## config.mk

```make
export PLATFORM = sky130hd
export DESIGN_NAME = fir_frame_ctrl_flat
export DESIGN_NICKNAME = d
export VERILOG_FILES = /design/src/rtl/fir_pkg.sv /design/src/rtl/fir_frame_ctrl_if.sv /design/src/rtl/fir_cfg_shadow.sv /design/src/rtl/fir_frame_ctrl.sv /design/src/flat_wrapper.sv
export SDC_FILE = /design/constraint.sdc
export NUM_CORES = 1
export LEC_CHECK = 0
export CAP_MARGIN = 20
export CORE_MARGIN = 2
export CORE_UTILIZATION = 46
export CTS_BUF_LIST = sky130_fd_sc_hd__clkbuf_16
export CTS_CLUSTER_SIZE = 10
export DETAILED_ROUTE_END_ITERATION = 6
export GPL_TIMING_DRIVEN = 0
export PLACE_DENSITY = 0.74
export SYNTH_ARGS = -nofsm -noshare
export SYNTH_HDL_FRONTEND = slang
export SYNTH_SLANG_ARGS = --single-unit
```

## constraint.sdc

```tcl
create_clock -name clk -period 3.23 [get_ports clk]
set_input_delay 0.646 -clock clk [delete_from_list [all_inputs] [get_ports clk]]
set_output_delay 0.646 -clock clk [all_outputs]
set_load 0.01 [all_outputs]
```

## src/rtl/fir_pkg.sv

```systemverilog
// Shared types and constants for the 2-D 3-tap FIR frame sequencer.
package fir_pkg;

    localparam int FIR_COEFF_W = 14;
    localparam int FIR_LINE_W  = 12;
    localparam int MIN_H_SIZE  = 3;
    localparam int MIN_V_SIZE  = 3;

    typedef enum logic [2:0] {
        ST_IDLE  = 3'd0,
        ST_LOAD  = 3'd1,
        ST_RUN   = 3'd2,
        ST_FLUSH = 3'd3,
        ST_DONE  = 3'd4
    } fir_state_e;

    typedef struct packed {
        logic [3*FIR_COEFF_W-1:0] coeff_v;
        logic [3*FIR_COEFF_W-1:0] coeff_h;
        logic [FIR_LINE_W-1:0]    h_size;
        logic [FIR_LINE_W-1:0]    v_size;
    } cfg_bank_t;

    // Frames smaller than the 3x3 kernel footprint cannot be filtered.
    function automatic logic cfg_ok(input cfg_bank_t b);
        return (b.h_size >= FIR_LINE_W'(MIN_H_SIZE)) && (b.v_size >= FIR_LINE_W'(MIN_V_SIZE));
    endfunction

endpackage

```

## src/rtl/fir_frame_ctrl_if.sv

```systemverilog
// Pixel stream in and filter drive out of the FIR frame sequencer.
// slave = sequencer side, master = stream source / filter observer side.
interface fir_frame_ctrl_if #(
    parameter int DATA_WIDTH  = 8,
    parameter int COEFF_WIDTH = 14,
    parameter int LINE_CNT    = 12
);
    logic                     s_valid_i;
    logic                     s_ready_o;
    logic [DATA_WIDTH-1:0]    s_data_i;
    logic                     fir_ce_o;
    logic                     fir_valid_o;
    logic [DATA_WIDTH-1:0]    fir_data_o;
    logic [3*COEFF_WIDTH-1:0] fir_coeff_v_o;
    logic [3*COEFF_WIDTH-1:0] fir_coeff_h_o;
    logic [LINE_CNT-1:0]      fir_h_size_o;
    logic [LINE_CNT-1:0]      fir_v_size_o;

    modport slave (
        input  s_valid_i, s_data_i,
        output s_ready_o, fir_ce_o, fir_valid_o, fir_data_o,
               fir_coeff_v_o, fir_coeff_h_o, fir_h_size_o, fir_v_size_o
    );

    modport master (
        output s_valid_i, s_data_i,
        input  s_ready_o, fir_ce_o, fir_valid_o, fir_data_o,
               fir_coeff_v_o, fir_coeff_h_o, fir_h_size_o, fir_v_size_o
    );
endinterface

```

## src/rtl/fir_cfg_shadow.sv

```systemverilog
// Shadow/active configuration register pair; shadow takes host writes at any time,
// active copies shadow only on the load strobe so the filter sees a stable bank per frame.
module fir_cfg_shadow
    import fir_pkg::*;
(
    input  logic      clk,
    input  logic      rst_n,
    input  logic      wr,
    input  cfg_bank_t wr_bank,
    input  logic      load,
    output cfg_bank_t shadow,
    output cfg_bank_t active
);

    always_ff @(posedge clk or negedge rst_n) begin
        if (!rst_n) begin
            shadow <= '0;
            active <= '0;
        end else begin
            if (wr)
                shadow <= wr_bank;
            if (load)
                active <= shadow;
        end
    end

endmodule

```

## src/rtl/fir_frame_ctrl.sv

```systemverilog
// Frame sequencer for the 2-D 3-tap FIR: pixel in -> fir beat out 1 cycle, start -> first ready 2 cycles.
// Upstream is held off (s_ready_o=0) outside RUN; FLUSH_LINES*h_size zero beats drain the line buffers.
// FIR_FRAME_STALL_CNT_EN adds a saturating count of RUN cycles with no upstream pixel.
module fir_frame_ctrl
    import fir_pkg::*;
#(
    parameter int DATA_WIDTH  = 8,
    parameter int COEFF_WIDTH = 14,
    parameter int LINE_CNT    = 12,
    parameter int FLUSH_LINES = 1
) (
    input  logic                     clk,
    input  logic                     rst_n,
    input  logic                     cfg_wr_i,
    input  logic [3*COEFF_WIDTH-1:0] cfg_coeff_v_i,
    input  logic [3*COEFF_WIDTH-1:0] cfg_coeff_h_i,
    input  logic [LINE_CNT-1:0]      cfg_h_size_i,
    input  logic [LINE_CNT-1:0]      cfg_v_size_i,
    input  logic                     start_i,
    fir_frame_ctrl_if.slave          bus,
    output logic                     busy_o,
    output logic                     done_o,
    output logic                     err_o,
    output logic [15:0]              stall_cnt_o
);

    localparam logic [2:0] S_IDLE  = ST_IDLE;
    localparam logic [2:0] S_LOAD  = ST_LOAD;
    localparam logic [2:0] S_RUN   = ST_RUN;
    localparam logic [2:0] S_FLUSH = ST_FLUSH;
    localparam logic [2:0] S_DONE  = ST_DONE;

    if (COEFF_WIDTH != FIR_COEFF_W || LINE_CNT != FIR_LINE_W) begin : g_width_chk
        $error("fir_frame_ctrl: COEFF_WIDTH/LINE_CNT must match fir_pkg bank widths");
    end
    if (FLUSH_LINES < 1 || FLUSH_LINES > 3) begin : g_flush_chk
        $error("fir_frame_ctrl: FLUSH_LINES must be 1..3");
    end

    cfg_bank_t wr_bank;
    cfg_bank_t shadow;
    cfg_bank_t active;
    cfg_bank_t eff_cfg;

    logic [2:0]            state;
    logic [2:0]            state_nxt;
    logic [LINE_CNT-1:0]   x_cnt;
    logic [LINE_CNT-1:0]   y_cnt;
    logic [15:0]           flush_cnt;
    logic [15:0]           flush_total;
    logic                  vld_q;
    logic [DATA_WIDTH-1:0] data_q;
    logic                  err_q;

    logic load;
    logic in_run;
    logic in_flush;
    logic hs;
    logic x_last;
    logic y_last;
    logic flush_last;
    logic start_ok;
    logic start_rej;

    assign wr_bank = '{coeff_v: cfg_coeff_v_i,
                       coeff_h: cfg_coeff_h_i,
                       h_size:  cfg_h_size_i,
                       v_size:  cfg_v_size_i};

    fir_cfg_shadow u_cfg_shadow (
        .clk     (clk),
        .rst_n   (rst_n),
        .wr      (cfg_wr_i),
        .wr_bank (wr_bank),
        .load    (load),
        .shadow  (shadow),
        .active  (active)
    );

    // A write landing in the same cycle as start is what LOAD will copy, so validate that.
    assign eff_cfg = cfg_wr_i ? wr_bank : shadow;

    assign load     = (state == S_LOAD);
    assign in_run   = (state == S_RUN);
    assign in_flush = (state == S_FLUSH);

    assign hs          = bus.s_valid_i & bus.s_ready_o;
    assign x_last      = (x_cnt == active.h_size - LINE_CNT'(1));
    assign y_last      = (y_cnt == active.v_size - LINE_CNT'(1));
    assign flush_total = 16'(FLUSH_LINES) * 16'(active.h_size);
    assign flush_last  = (flush_cnt == flush_total - 16'd1);

    assign start_ok  = (state == S_IDLE) & start_i &  cfg_ok(eff_cfg);
    assign start_rej = (state == S_IDLE) & start_i & ~cfg_ok(eff_cfg);

    always_comb begin
        state_nxt = state;
        case (state)
            S_IDLE:  if (start_ok) state_nxt = S_LOAD;
            S_LOAD:  state_nxt = S_RUN;
            S_RUN:   if (hs && x_last && y_last) state_nxt = S_FLUSH;
            S_FLUSH: if (flush_last) state_nxt = S_DONE;
            S_DONE:  state_nxt = S_IDLE;
            default: state_nxt = S_IDLE;
        endcase
    end

    always_ff @(posedge clk or negedge rst_n) begin
        if (!rst_n) begin
            state     <= S_IDLE;
            x_cnt     <= '0;
            y_cnt     <= '0;
            flush_cnt <= '0;
            vld_q     <= 1'b0;
            data_q    <= '0;
            err_q     <= 1'b0;
        end else begin
            state <= state_nxt;
            err_q <= start_rej;
            vld_q <= hs | in_flush;

            if (hs)
                data_q <= bus.s_data_i;
            else if (in_flush)
                data_q <= '0;

            if (load) begin
                x_cnt <= '0;
                y_cnt <= '0;
            end else if (hs) begin
                if (x_last) begin
                    x_cnt <= '0;
                    y_cnt <= y_cnt + LINE_CNT'(1);
                end else begin
                    x_cnt <= x_cnt + LINE_CNT'(1);
                end
            end

            if (in_flush)
                flush_cnt <= flush_cnt + 16'd1;
            else
                flush_cnt <= '0;
        end
    end

    assign bus.s_ready_o     = in_run;
    assign bus.fir_ce_o      = in_run | in_flush;
    assign bus.fir_valid_o   = vld_q;
    assign bus.fir_data_o    = data_q;
    assign bus.fir_coeff_v_o = active.coeff_v;
    assign bus.fir_coeff_h_o = active.coeff_h;
    assign bus.fir_h_size_o  = active.h_size;
    assign bus.fir_v_size_o  = active.v_size;

    assign busy_o = load | in_run | in_flush;
    assign done_o = (state == S_DONE);
    assign err_o  = err_q;

`ifdef FIR_FRAME_STALL_CNT_EN
    logic [15:0] stall_cnt;

    // Held after DONE so the host can read it; only the next LOAD clears it.
    always_ff @(posedge clk or negedge rst_n) begin
        if (!rst_n)
            stall_cnt <= '0;
        else if (load)
            stall_cnt <= '0;
        else if (in_run && !bus.s_valid_i && stall_cnt != 16'hFFFF)
            stall_cnt <= stall_cnt + 16'd1;
    end

    assign stall_cnt_o = stall_cnt;
`else
    assign stall_cnt_o = 16'd0;
`endif

endmodule

```

## src/flat_wrapper.sv

```systemverilog
// flat-port wrapper written by rule: the top's interface ports become plain ports
module fir_frame_ctrl_flat import fir_pkg::*;
#(
    parameter int DATA_WIDTH  = 8,
    parameter int COEFF_WIDTH = 14,
    parameter int LINE_CNT    = 12,
    parameter int FLUSH_LINES = 1
)
  (clk, rst_n, cfg_wr_i, cfg_coeff_v_i, cfg_coeff_h_i, cfg_h_size_i, cfg_v_size_i, start_i, busy_o, done_o, err_o, stall_cnt_o, bus_s_valid_i, bus_s_data_i, bus_s_ready_o, bus_fir_ce_o, bus_fir_valid_o, bus_fir_data_o, bus_fir_coeff_v_o, bus_fir_coeff_h_o, bus_fir_h_size_o, bus_fir_v_size_o);
  fir_frame_ctrl_if #(.DATA_WIDTH(DATA_WIDTH), .COEFF_WIDTH(COEFF_WIDTH), .LINE_CNT(LINE_CNT)) bus_i ();
  input  logic clk;
  input  logic rst_n;
  input  logic cfg_wr_i;
  input  logic [3*COEFF_WIDTH-1:0] cfg_coeff_v_i;
  input  logic [3*COEFF_WIDTH-1:0] cfg_coeff_h_i;
  input  logic [LINE_CNT-1:0] cfg_h_size_i;
  input  logic [LINE_CNT-1:0] cfg_v_size_i;
  input  logic start_i;
  output logic busy_o;
  output logic done_o;
  output logic err_o;
  output logic [15:0] stall_cnt_o;
  input wire logic [$bits(bus_i.s_valid_i)-1:0] bus_s_valid_i;
  input wire logic [$bits(bus_i.s_data_i)-1:0] bus_s_data_i;
  output wire logic [$bits(bus_i.s_ready_o)-1:0] bus_s_ready_o;
  output wire logic [$bits(bus_i.fir_ce_o)-1:0] bus_fir_ce_o;
  output wire logic [$bits(bus_i.fir_valid_o)-1:0] bus_fir_valid_o;
  output wire logic [$bits(bus_i.fir_data_o)-1:0] bus_fir_data_o;
  output wire logic [$bits(bus_i.fir_coeff_v_o)-1:0] bus_fir_coeff_v_o;
  output wire logic [$bits(bus_i.fir_coeff_h_o)-1:0] bus_fir_coeff_h_o;
  output wire logic [$bits(bus_i.fir_h_size_o)-1:0] bus_fir_h_size_o;
  output wire logic [$bits(bus_i.fir_v_size_o)-1:0] bus_fir_v_size_o;
  assign bus_i.s_valid_i = bus_s_valid_i;
  assign bus_i.s_data_i = bus_s_data_i;
  assign bus_s_ready_o = bus_i.s_ready_o;
  assign bus_fir_ce_o = bus_i.fir_ce_o;
  assign bus_fir_valid_o = bus_i.fir_valid_o;
  assign bus_fir_data_o = bus_i.fir_data_o;
  assign bus_fir_coeff_v_o = bus_i.fir_coeff_v_o;
  assign bus_fir_coeff_h_o = bus_i.fir_coeff_h_o;
  assign bus_fir_h_size_o = bus_i.fir_h_size_o;
  assign bus_fir_v_size_o = bus_i.fir_v_size_o;
  fir_frame_ctrl #(.DATA_WIDTH(DATA_WIDTH), .COEFF_WIDTH(COEFF_WIDTH), .LINE_CNT(LINE_CNT), .FLUSH_LINES(FLUSH_LINES)) u_core (.clk(clk), .rst_n(rst_n), .cfg_wr_i(cfg_wr_i), .cfg_coeff_v_i(cfg_coeff_v_i), .cfg_coeff_h_i(cfg_coeff_h_i), .cfg_h_size_i(cfg_h_size_i), .cfg_v_size_i(cfg_v_size_i), .start_i(start_i), .bus(bus_i), .busy_o(busy_o), .done_o(done_o), .err_o(err_o), .stall_cnt_o(stall_cnt_o));
endmodule
```

Word-level counts from Yosys, hierarchy flattened
Index checks and enable logic that the tools add are counted.
Cells by class
  bitwise gates (word level): 9
  reduce and logical (&&, ||, !) cells: 9
  $add $sub $neg: 6
  mux-type cells: 14
  $lt $le $gt $ge: 2
  eq/ne operators: 10
Operators with widths (number)
  $mux W12: 6
  $add A12 B1 Y12 const B: 2
  $eq A12 B12 Y1: 2
  $ge A12 B2 Y1 const B: 2
  $mux W24: 1
  $sub A12 B1 Y12 const B: 2
  $add A16 B1 Y16 const B: 1
  $eq A16 B16 Y1: 1
  $mux W16: 1
  $mux W8: 2
  $sub A12 B1 Y13 const B: 1
  $pmux W3 S4: 1
  $mux W3: 3
  $eq A3 B2 Y1 const B: 2
  $reduce_bool A2 Y1: 3
  $and A1 B1 Y1: 4
  $ne A2 B2 Y1 const B: 2
  $or A1 B1 Y1: 4
  $eq A3 B1 Y1 const B: 1
  $eq A3 B3 Y1 const B: 1
  $logic_and A1 B1 Y1: 3
  $logic_not A3 Y1: 1
  $reduce_and A3 Y1: 1
  $ne A2 B1 Y1 const B: 1
  other kinds (2): 2
Word-level totals
  logic and storage cells: 65
  flip-flop bits (word level): 269
  output and inout bits: 138

Depth between registers and ports, before layout
  word-level depth: 6
  depth in mapped cells: 11

Cells and area by module
A second synthesis with hierarchy kept.
Second synthesis, totals
  cells, all modules: 942
  area, all modules: 12209.2 um^2
Modules (own cells, without submodules)
  fir_cfg_shadow: area each 8157.8 um^2, cells an instance 456, instances 1, sequential area each 5405.2 um^2
  fir_frame_ctrl: area each 4051.4 um^2, cells an instance 486, instances 1, sequential area each 1326.3 um^2

Least setup slack after synthesis
Ideal clock, no wire load.
  path kind: register -> register
  start: register, netlist name u_core.u_cfg_shadow.active[12]
  end: register u_core.y_cnt[4]
  buffers on the path: 2
  data arrival time: 3.011 ns
  stages on the path, launching flop included: 12
  path slack: 0.099 ns
  required time: 3.110 ns
  period minus slack after synthesis: 3.131 ns
  library setup time: 0.120 ns
  path through: dfrtp_1 -> inv_1 -> ha_1 -> or3b_2 -> clkbuf_1 -> or3_1 -> xnor2_1 -> or4_4 -> nor3_4 -> buf_6 -> a21oi_1 -> a31o_2
On the way
  cells in the longest elaborated chain, start to end: 4
Ends and longest elaborated chain
  $sub A12 B1 Y12: RTL line fir_frame_ctrl.sv:88  | assign x_last = (x_cnt == active.h_size - LINE_CNT'(1));
  $eq A12 B12 Y1: RTL line fir_frame_ctrl.sv:88
  $reduce_bool A2 Y1 (no source line)
  $reduce_and A2 Y1 (no source line)
  to (signal assigned): RTL line fir_frame_ctrl.sv:133  | y_cnt <= y_cnt + LINE_CNT'(1);
  to (decl): RTL line fir_frame_ctrl.sv:48  | logic [LINE_CNT-1:0] y_cnt;
No other way between the ends.
A chain may end at the register's enable or synchronous reset.

Final worst setup path
  start: register, netlist name u_core.u_cfg_shadow.active[12]
  end: register u_core.y_cnt[1]
On the way
  cells in the longest elaborated chain, start to end: 4
Ends and longest elaborated chain (RTL line)
  $sub A12 B1 Y12: fir_frame_ctrl.sv:88
  $eq A12 B12 Y1: fir_frame_ctrl.sv:88
  $reduce_bool A2 Y1 (no source line)
  $reduce_and A2 Y1 (no source line)
No other way between the ends.

==> run metrics <==
clock tree buffer depth=3; clock share of power=0.382; leakage power=approximately 7.2 nW; Vias/cell=between 5 and 6; CTS root buf=clkbuf_16; Critical Path End Type=flop; H-tree Lvls=1; number of synthesized flops with an enable pin=0; GRT Residual Overflow=0; worst skew pair latency=roughly 0.56 ns; Psw=between 0.0015 and 0.002 W; skew final=about 0.014 ns; proportion of layout cells with a drive suffix above 1=0.145; Placed Area=0.0149 sq mm; P&R area growth vs syn=32.2%; Final Hold Viols=0; CP Launch Type=flop; Final nets=between 1.5k and 2k; # hold bufs at CTS=0; floorplan core area=between 0.02 and 0.03 sq mm; worst path arrival time=roughly 3.4 ns; RSZ-0062 raised after global routing=no; Final min period=3.03 ns; Setup crit end=u_core.y_cnt[1]$_DFFE_PN0P_; Min-Delay Path Class=input pin to asynchronous set/reset pin; initial antenna violation count=3; DRT Pass-1 Iters=5; final worst slack=a little over 0.2 ns; Synth Warn #=0; MaxCap Viol Count=0; number of global-route vias before repair=approximately 9.3k; Overall Power=0.00777 W; Post-Place Setup Slack=-0.173 ns; Flop pwr share=0.490; row count=58; Worst setup startpoint=u_core.u_cfg_shadow.active[12]$_DFFE_PN0N_; GP Congestion=between 0.7 and 0.8; die footprint=~0.027 sq mm; critical path data required time=around 3.7 ns; Synth Flop Type=dfrtp_1; total I/O pin count=259; Int Power=approximately 0.006 W; R2R depth=10; residual DRC count=0; final count of negative-setup-slack endpoints=0; Horiz. Die Dim=165 microns; Worst VDD drop=between 0.4 and 0.5 mV; Initial DRC Count=500; post-route ant nets=0; Peak Freq=330 MHz; max-slew violations=0; Mean Syn Cell Area=10.5 sq um; total clock buffers created by CTS=31; Yosys reg bits=269; routed wire length=30.3 mm; Comb pwr share=0.128; netlist area before placement=approximately 0.012 sq mm; Design Area, Final=~0.016 sq mm; CP Max Fanout=6; post-DR wirelength/cell=17.2 microns; outcome=finished clean; fill count=2074; Synth cell types=a little over 70; global-route total usage across every layer=0.227; reg2reg setup slack=0.20 ns; first-pass GRT wire length=a little under 50 mm; worst reg2reg startpoint=u_core.u_cfg_shadow.active[12]$_DFFE_PN0N_; FFs w/ async S/R, synth=1.00; switching share of total power=0.242; CTS tree=built; Final HPWL DP=roughly 22 mm; Initial Util=0.471; clock sink count=about 270; CTS clk-pin slew, worst paths=approximately 0.060 ns; port bufs=about 240; Slew @ Worst Pin=slightly above 0.9 ns; period utilisation layout=0.937; routed vias=9041; Syn Inst Count=roughly 1.1k; Setup CP Type=flop to flop; Rel. slew slack=0.391; sequential share of the synthesized area=0.564; largest net degree at the start of global routing=approximately 120; die height=165 microns; worst r2r dst=u_core.y_cnt[1]$_DFFE_PN0P_; pwr/cell area=between 400 and 500 mW/mm^2
kinds of logic (layout without fill, tap and decap cells):
| logic type | Yosys count | after routing | synth area share |
|---|---|---|---|
| other cells | 1 | 18 | 0.000314 |
| xor+xnor | 63 | 63 | 0.0512 |
| fa+ha+maj | 5 | 5 | 0.00524 |
| flops | 269 | 269 | 0.564 |
| simple gates | 530 | 530 | 0.197 |
| compound gates | 63 | 63 | 0.0350 |
| mux | 116 | 116 | 0.109 |
| buf+inv | 84 | 370 | 0.0379 |
routing by layer:
layer | GRT usage | up-vias | wire length, microns
li1 | - | 4302 | -
met1 | 0.282 | 4428 | 12100
met2 | 0.382 | 266 | 14800
met3 | 0.0819 | 43 | 2820
met4 | 0.0486 | 2 | 564
met5 | 0 | - | 13
flip-flops by register name, indices dropped and copies added, names as in the netlist:
name,count
u_core.u_cfg_shadow.active,108
u_core.u_cfg_shadow.shadow,108
u_core.flush_cnt,16
u_core.x_cnt,12
u_core.y_cnt,12
u_core.bus.fir_data_o,8
u_core.state,3
u_core.bus.fir_valid_o,1
u_core.err_o,1
cell usage in the layout, fill, tap and decap left out, types with 3 or more instances in the layout:
| cell | Yosys | routed |
|---|---|---|
| nor3_1 | 12 | 12 |
| or3_1 | 9 | 8 |
| and3_1 | 8 | 8 |
| ha_1 | 5 | 5 |
| buf_4 | 19 | 22 |
| nor4_1 | 10 | 8 |
| xnor2_1 | 31 | 31 |
| clkbuf_16 | 0 | 31 |
| conb_1 | 1 | 16 |
| xor2_1 | 28 | 28 |
| a21oi_1 | 13 | 13 |
| nand3b_1 | 3 | 3 |
| nor2_1 | 44 | 44 |
| nand2b_1 | 6 | 6 |
| a31o_2 | 6 | 6 |
| or4_1 | 4 | 3 |
| clkdlybuf4s50_1 | 0 | 241 |
| o21ai_0 | 20 | 20 |
| xnor3_1 | 3 | 3 |
| inv_1 | 12 | 18 |
| nand3_1 | 27 | 27 |
| nand4_1 | 13 | 13 |
| clkbuf_1 | 45 | 44 |
| nand2_1 | 365 | 365 |
| buf_6 | 4 | 4 |
| mux2_2 | 108 | 108 |
| a31oi_1 | 4 | 4 |
| dfrtp_1 | 269 | 267 |
| mux2i_1 | 8 | 8 |
synth_stat cells (2+ instances only):
cell	instances	area share
nand2_1	365	0.11
dfrtp_1	269	0.56
mux2_2	108	0.10
clkbuf_1	45	0.014
nor2_1	44	0.014
xnor2_1	31	0.023
xor2_1	28	0.021
nand3_1	27	0.011
o21ai_0	20	0.0084
buf_4	19	0.012
a21oi_1	13	0.0055
nand4_1	13	0.0068
inv_1	12	0.0038
nor3_1	12	0.0050
nor4_1	10	0.0052
or3_1	9	0.0047
and3_1	8	0.0042
mux2i_1	8	0.0067
a31o_2	6	0.0044
nand2b_1	6	0.0031
ha_1	5	0.0052
a31oi_1	4	0.0021
buf_6	4	0.0038
or4_1	4	0.0025
nand3b_1	3	0.0019
nor4b_1	3	0.0022
xnor3_1	3	0.0057
a41o_2	2	0.0019
and2_1	2	0.0010
buf_2	2	0.00084
nor2b_1	2	0.0010
nor3_4	2	0.0027
o211ai_1	2	0.0013
or3_2	2	0.0013
or3b_2	2	0.0015
worst min path at each step:
stage	startpoint	to	slack, ns	cells past startpoint
final	rst_n	u_core.bus.fir_data_o[5]$_DFFE_PN0P_	0.02	1
after global routing	rst_n	u_core.flush_cnt[15]$_DFF_PN0_	0.05	1
after CTS	rst_n	u_core.flush_cnt[15]$_DFF_PN0_	0.03	1
after detailed placement	u_core.u_cfg_shadow.shadow[49]$_DFFE_PN0P_	u_core.u_cfg_shadow.active[49]$_DFFE_PN0N_	0.45	2
after global placement	u_core.u_cfg_shadow.shadow[29]$_DFFE_PN0P_	u_core.u_cfg_shadow.active[29]$_DFFE_PN0N_	0.44	2
after floorplan	rst_n	u_core.bus.fir_data_o[0]$_DFFE_PN0P_	0.35	0
power by group through the flow:
stage / Combinational, W / Clock [W] / Sequential [W]
4_1_cts: 0.00100 / 0.00305 / 0.00380
2_1_floorplan: 0.000480 / 0 / 0.00385
3_5_place_dp: 0.000998 / 0 / 0.00386
5_1_grt: 0.00109 / 0.00318 / 0.00384
3_3_place_gp: 0.000961 / 0 / 0.00385
6_report: 0.000995 / 0.00297 / 0.00380
cell type report:
type / count / area (sq um) / area share
diodes: 2 / 5.00 / 0.000318
multi-input cells: 793 / 4830 / 0.306
clock buffers: 31 / 776 / 0.0492
plain buffers: 71 / 403 / 0.0256
flip-flops and latches: 269 / 6730 / 0.427
repair buffers: 247 / 2500 / 0.159
inverters: 12 / 45.0 / 0.00286
well taps: 330 / 413 / 0.0262
clock inverters: 9 / 51.3 / 0.00325
stage by stage:
step           setup TNS, ns  hold slack, ns   util  cells
3_5_place_dp          -13.39           0.447  0.587   1720
2_1_floorplan              0           0.350      -   1146
3_3_place_gp        -2699.36           0.442  0.585   1718
5_1_grt                    0          0.0473  0.622   1762
4_1_cts                    0          0.0301  0.622   1763
6_report                   0          0.0190  0.622   1764
critical path: stages (launching register included):
cell	delay, ns
dfrtp_2	0.45
inv_1	0.09
ha_1	0.19
or3b_4	0.44
or3_4	0.36
xnor2_1	0.13
or4_4	0.58
nor3_4	0.22
buf_4	0.16
mux2i_1	0.20
nor2_1	0.06
what timing repair did:
action                                  CTS  global route
setup buffers                             3             0
pin swaps                                 2             0
endpoints found under the setup margin   19            24
gates resized for setup                   4             4
Power figures use the tool's default switching activity.
